**src/rtl/mem_port_arbiter.sv**
```systemverilog
// Two-requester arbiter for a single-port RAM: sticky ownership with a burst limit,
// one-cycle read return tagged to its owner. Define ARB_FIXED_PRIO_EN for fixed m0 priority.
module mem_port_arbiter #(
    parameter int ADDR_WIDTH = 8,
    parameter int DATA_WIDTH = 32,
    parameter int MAX_BURST  = 4
) (
    input  logic                  clock,
    input  logic                  reset,
    input  logic                  m0_req,
    input  logic                  m0_we,
    input  logic [ADDR_WIDTH-1:0] m0_addr,
    input  logic [DATA_WIDTH-1:0] m0_wdata,
    output logic                  m0_gnt,
    output logic                  m0_rvalid,
    output logic [DATA_WIDTH-1:0] m0_rdata,
    input  logic                  m1_req,
    input  logic                  m1_we,
    input  logic [ADDR_WIDTH-1:0] m1_addr,
    input  logic [DATA_WIDTH-1:0] m1_wdata,
    output logic                  m1_gnt,
    output logic                  m1_rvalid,
    output logic [DATA_WIDTH-1:0] m1_rdata,
    output logic                  mem_en,
    output logic                  mem_we,
    output logic [ADDR_WIDTH-1:0] mem_addr,
    output logic [DATA_WIDTH-1:0] mem_wdata,
    input  logic [DATA_WIDTH-1:0] mem_rdata
);

    localparam logic [0:0] OWN0 = 1'b0;
    localparam logic [0:0] OWN1 = 1'b1;

    logic [0:0] state_reg, state_next;
    logic [3:0] burst_cnt_reg, burst_cnt_next;
    logic       rd_pend_reg, rd_tag_reg;
    logic       grant_any, grant_sel, grant_we, gnt_valid;

`ifndef ARB_FIXED_PRIO_EN
    localparam logic [3:0] BURST_LIMIT = 4'(MAX_BURST);
    logic owner_req, other_req;
    assign owner_req = (state_reg == OWN1) ? m1_req : m0_req;
    assign other_req = (state_reg == OWN1) ? m0_req : m1_req;
`endif

    always_comb begin
        grant_any      = 1'b0;
        grant_sel      = state_reg;
        state_next     = state_reg;
        burst_cnt_next = burst_cnt_reg;
`ifdef ARB_FIXED_PRIO_EN
        burst_cnt_next = 4'd0;
        if (m0_req) begin
            grant_any  = 1'b1;
            grant_sel  = 1'b0;
            state_next = OWN0;
        end else if (m1_req) begin
            grant_any  = 1'b1;
            grant_sel  = 1'b1;
            state_next = OWN1;
        end
`else
        // The owner keeps the port until it has used its burst while the other side waits.
        if (owner_req && (!other_req || burst_cnt_reg < BURST_LIMIT)) begin
            grant_any = 1'b1;
            grant_sel = state_reg;
            if (burst_cnt_reg < BURST_LIMIT)
                burst_cnt_next = burst_cnt_reg + 4'd1;
        end else if (other_req) begin
            grant_any      = 1'b1;
            grant_sel      = ~state_reg;
            state_next     = ~state_reg;
            burst_cnt_next = 4'd1;
        end else begin
            burst_cnt_next = 4'd0;
        end
`endif
    end

    assign gnt_valid = grant_any & reset;
    assign grant_we  = grant_sel ? m1_we : m0_we;

    assign m0_gnt    = gnt_valid & ~grant_sel;
    assign m1_gnt    = gnt_valid & grant_sel;
    assign mem_en    = gnt_valid;
    assign mem_we    = gnt_valid & grant_we;
    assign mem_addr  = grant_sel ? m1_addr : m0_addr;
    assign mem_wdata = grant_sel ? m1_wdata : m0_wdata;

    // Gating with reset keeps a read in flight from surfacing while reset is asserted.
    assign m0_rvalid = reset & rd_pend_reg & ~rd_tag_reg;
    assign m1_rvalid = reset & rd_pend_reg & rd_tag_reg;
    assign m0_rdata  = mem_rdata;
    assign m1_rdata  = mem_rdata;

    always_ff @(posedge clock) begin
        if (!reset) begin
            state_reg     <= OWN0;
            burst_cnt_reg <= 4'd0;
            rd_pend_reg   <= 1'b0;
            rd_tag_reg    <= 1'b0;
        end else begin
            state_reg     <= state_next;
            burst_cnt_reg <= burst_cnt_next;
            rd_pend_reg   <= grant_any & ~grant_we;
            rd_tag_reg    <= grant_sel;
        end
    end

endmodule

```
**config.mk**
```make
export PLATFORM = sky130hd
export DESIGN_NAME = mem_port_arbiter
export DESIGN_NICKNAME = d
export VERILOG_FILES = /design/src/rtl/mem_port_arbiter.sv
export SDC_FILE = /design/constraint.sdc
export NUM_CORES = 1
export LEC_CHECK = 0
export ABC_CLOCK_PERIOD_IN_PS = 1700
export CAP_MARGIN = 10
export CORE_AREA = 2 2 89 91
export DETAILED_ROUTE_END_ITERATION = 12
export DIE_AREA = 0 0 91 93
export PLACE_DENSITY = 0.72
export REMOVE_ABC_BUFFERS = 1
export SYNTH_ARGS = -nofsm -noshare
export SYNTH_HDL_FRONTEND = slang
export SYNTH_SLANG_ARGS = --single-unit
```
**constraint.sdc**
```tcl
create_clock -name clock -period 1.7 [get_ports clock]
set_input_delay 0.34 -clock clock [delete_from_list [all_inputs] [get_ports clock]]
set_output_delay 0.34 -clock clock [all_outputs]
set_load 0.1 [all_outputs]
```
* After elaboration in Yosys (flattened, before gate mapping)
Cells that the tools add are included.
Storage, ports and cells: output and inout bits 110, register bits 6, word-level logic and storage cells 32, input port bits 118
Cells by class: bitwise operators 11, add/subtract/negate cells 1, multiplexer cells 12, equality and inequality tests 1, order comparisons 1, reductions and logical operators 3
Operators with widths (count):
- 2-to-1 mux 32 bit | 1
- AND 1 bit | 8
- 2-to-1 mux 1 bit | 8
- 2-to-1 mux 4 bit | 2
- 2-to-1 mux 8 bit | 1
- adder 4 x 1 -> 4 bit (second input constant) | 1
- < comparator 4 x 3 -> 1 bit (second input constant) | 1
- inverter 1 bit | 3
- inequality test 2 bit (second input constant) | 1
- logical AND 1 bit | 1
- logical NOT 1 bit | 1
- logical OR 1 bit | 1

* Depth between registers and ports, before layout
word-level depth 8, gate-level depth with buffers 5, mapped depth without buffers 5

* Worst setup path before layout
OpenSTA, ideal clock, no wires.
path kind flip-flop to output port, from reg, netlist name rd_tag_reg, to out mem_we, buffers on the path 0, data required time 1360 ps, stages on the path, launching flop included 5, arrival 3053 ps, setup slack -1693 ps, cells stage by stage dfxtp_1 > nor2b_1 > o211ai_4 > nor2_1 > a22o_1
RTL lines:
- end, declared | line 25 | output logic mem_we,

* Final worst setup path
from reg burst_cnt_reg[3], to out mem_wdata[23]
Between the ends: word-level cells in the longest chain between the ends 5
Ends and longest elaborated chain:
- start, declared | line 35 | logic [3:0] burst_cnt_reg, burst_cnt_next;
- start signal, assigned | line 104 | burst_cnt_reg <= burst_cnt_next;
- < comparator 4 x 3 -> 1 bit | line 64 | if (owner_req && (!other_req || burst_cnt_reg < BURST_LIMIT)) begin
- logical OR 1 bit | line 64
- logical AND 1 bit | line 64
- 2-to-1 mux 1 bit | line 64
- 2-to-1 mux 32 bit | line 88 | assign mem_wdata = grant_sel ? m1_wdata : m0_wdata;
- end, declared | line 27 | output logic [DATA_WIDTH-1:0] mem_wdata,
No other way between the ends.

==> summary by stage <==
Place
The wire-length estimate of the detail-placed layout is 5.932 mm. During placement, the flow inserted port buffers numbering 131. Counting tap cells, the placed design contains a total of 323 instances. The pre-CTS setup slack is -0.9029 ns. Routability-driven placement finished with a final weighted congestion of 0.9079.

Finish
Counting the fill cells in the layout gives 715. Registers take 122.6 µm². The most common library cell in the layout ignoring fill and taps is clkdlybuf4s50_1. The total inserted antenna cells is 0.

The area growth from synthesis to final layout is 149.2%. The fraction of layout cells with a size suffix above 1 is 0.5254. The footprint of the multi-input gates is 819.5 µm². The count of cells in the finished layout, fillers not included, comes to 338. In the layout the commonest cells are clkdlybuf4s50_1 (82), buf_12 (50), mux2_4 (40), buf_4 (10), nor2_1 (6).

The register with the most flip-flops in the layout has 4 of them. At the end of the flow, the number of nets in the layout was 357.

Synth
The xor and xnor area share after synthesis is 0. The adder-cell share of the synthesized area is 0.009643. The mean cell area of the mapped netlist is 8.826 µm². Counting every instance in the synthesized netlist gives 147. By area, the combinational part of the netlist is dominated by buffers and inverters. The share of the Yosys chip area taken by registers is 0.09257. During synthesis, Yosys emitted a total of 0 warnings.

After synthesis the netlist holds a flip-flop and latch count of 6. Yosys mapped the design onto 20 distinct sky130hd cell types. After synthesis, the share of cell area in mux cells is 0.3558. The basic-gate share of the synthesized area counting and, or, nand and nor cells is 0.06365. The post-synthesis instance area is 1297 µm².

The fraction of the mapped netlist area in compound gates is 0.06172.

Setup path
STA classifies the critical path endpoint as an output pin. The classification of the worst setup path is reg2out. The slack of the worst reg-to-reg path is 0.04 ns. The category of the worst setup path launch point is a flop. The worst register-to-register path has a depth of 7. The maximum fanout count along the critical path is 5.

The endpoint of the lowest-slack register-to-register path is rd_pend_reg. The arrival time reported for the critical path endpoint is 2.11 ns. The source of the worst register-to-register timing path is burst_cnt_reg[3]. At the worst endpoint, the required time is 1.36 ns.

Die
The die area is 8463 µm². 228 I/O pins were placed. The die is 91 µm wide. The height of the die is 93 µm. The site row count is 32.

The floorplan core area is 7527 µm². The starting density of the core is 0.1724.

Route
The detailed router placed 1435 vias in this run. After detailed routing, the number of remaining DRC violations is 0. The number of routed nets with antenna violations is 0. The routed design has 7.555 mm of wire. The first routing iteration left 43 violations. Dividing the detail-routed via count by the number of cells gives 4.246.

The average wire per cell in the routed design is 22.35 µm. For this run, the detailed router's first-pass iteration total came to 4.

CTS
The clock sink count is 6. The depth of the CTS H-tree is 1. The total clock buffers created by CTS is 3. The number of buffers inserted by hold repair at cts is 0. The tree is rooted in a clkbuf_8.

The maximum root-to-sink buffer count is 2. After clock tree synthesis, the clock-pin slew on the worst setup and hold paths is 0.04 ns. The clock insertion delay at the later pin of the skew report is 0.23 ns. TritonCTS built the clock tree.

GRT
Entering global routing, the biggest net connects 10 pins. The remaining global-route overflow is 0. The number of antenna violations at the first check in global routing is 0.

The via count of the first global-routing pass is 1534. The first global-routing pass estimated 10.46 mm of wire. In the global route stage, overall resource usage came out at 0.1676.

Min path
The hold path endpoint is burst_cnt_reg[1]. The worst hold path passes through 2 cells. The start point of the worst hold path is burst_cnt_reg[1]. The class of the tightest hold or removal check is reg2reg.

STA
The final cycle utilization of the critical path is 1.442. Setup repair after global routing could not meet its margin everywhere. The final hold violation count is 0.

The peak clock frequency supported by timing is 408.0 MHz. The post-route setup TNS is -28.82 ns. Setup slack on the critical path of the routed design comes to -0.7508 ns.

Hold is met by 0.4805 ns. The remaining max-slew budget at the tightest pin is 0.7959. Across the routed clock network, the largest skew measured is 0.002786 ns. The final-report max-slew violation count is 0. Setup violations remaining at the end of the flow were counted as 43. The slew of the pin with the lowest slew margin is 0.3048 ns. The time the worst path needs with I/O delays and setup is 2.451 ns.

Status
The final reports fail on negative setup slack. The run finished, with violations left.

Pwr
Across the VDD grid, the largest voltage drop is 0.3092 mV. In this run the static leakage power is 1.450 nW. The ratio of total power to cell area is 666.6 nW/µm².

Run
Across the run, the number of max-cap violations was 0.
## worst max-delay path, cell delays in order (launching register included)
cell	delay [ns]
dfxtp_2	0.31
or4b_4	0.55
o211ai_4	0.14
buf_6	0.16
buf_12	0.11
buf_16	0.12
mux2_4	0.31
buf_12	0.17
## cell type report
cell class	instances	share of cell area
Timing Repair Buffer	154	0.6509
Sequential cell	6	0.03793
Tap cell	102	0.03947
Multi-Input combinational cell	69	0.2535
Clock buffer	3	0.01277
Inverter	4	0.005418
## cell usage after synthesis
cell type	number	share of area
a21oi_1	2	0.0077
a22o_1	1	0.0068
and3_1	1	0.0048
buf_4	64	0.37
buf_6	4	0.035
dfxtp_1	6	0.093
ha_1	1	0.0096
inv_1	4	0.012
mux2_1	3	0.026
mux2_2	38	0.33
nand2_1	4	0.012
nand3_1	1	0.0039
nor2_1	8	0.023
nor2b_1	1	0.0048
o211ai_1	2	0.012
o211ai_4	1	0.016
o21ai_0	3	0.012
o311a_1	1	0.0077
or3_1	1	0.0048
or4b_4	1	0.011
## where the power goes
group	switching, mW	internal [mW]	leakage, nW
clock network	0.0696	0.153	0.0216
logic	0.978	0.802	1.38
registers	0.00430	0.149	0.0501
## per-stage QoR
step | instance area [µm²] | total power, mW | util
after floorplan | 772.0 | 1.033 | -
after global placement | 2766 | 1.733 | 0.3675
after detailed placement | 2766 | 1.741 | 0.3675
after CTS | 3237 | 2.171 | 0.4300
after global routing | 3233 | 2.217 | 0.4295
final | 3233 | 2.155 | 0.4295
## metal layers
layer,up-vias,routed length (µm),GRT usage
li1,615,-,-
met1,669,2599,0.1707
met2,142,3464,0.2525
met3,7,1374,0.1483
met4,2,62,0.03409
met5,-,53,0.07692
## how the worst max path moves through the flow
stage	depth (start not counted)	to	start
2_1_floorplan	4	mem_we	rd_tag_reg
3_3_place_gp	6	mem_addr[0]	m0_req
3_5_place_dp	6	mem_addr[0]	m0_req
4_1_cts	7	mem_wdata[6]	rd_tag_reg
5_1_grt	7	mem_wdata[10]	burst_cnt_reg[3]
6_report	7	mem_wdata[23]	burst_cnt_reg[3]
## kinds of logic after synthesis
logic type,after synthesis
fa+ha+maj,1
buf+inv,72
compound gates,10
flops,6
mux,41
simple gates,17
## repair_timing
item | 4_1_cts | 5_1_grt
cloned | 5 | 1
setup endpoints to repair | 46 | 45
pin swaps | 3 | 3
gates resized for setup | 71 | 11
buffers inserted | 9 | 3
hold endpoints to repair | 0 | 0
No activity file was read; power rests on OpenSTA's default activity.
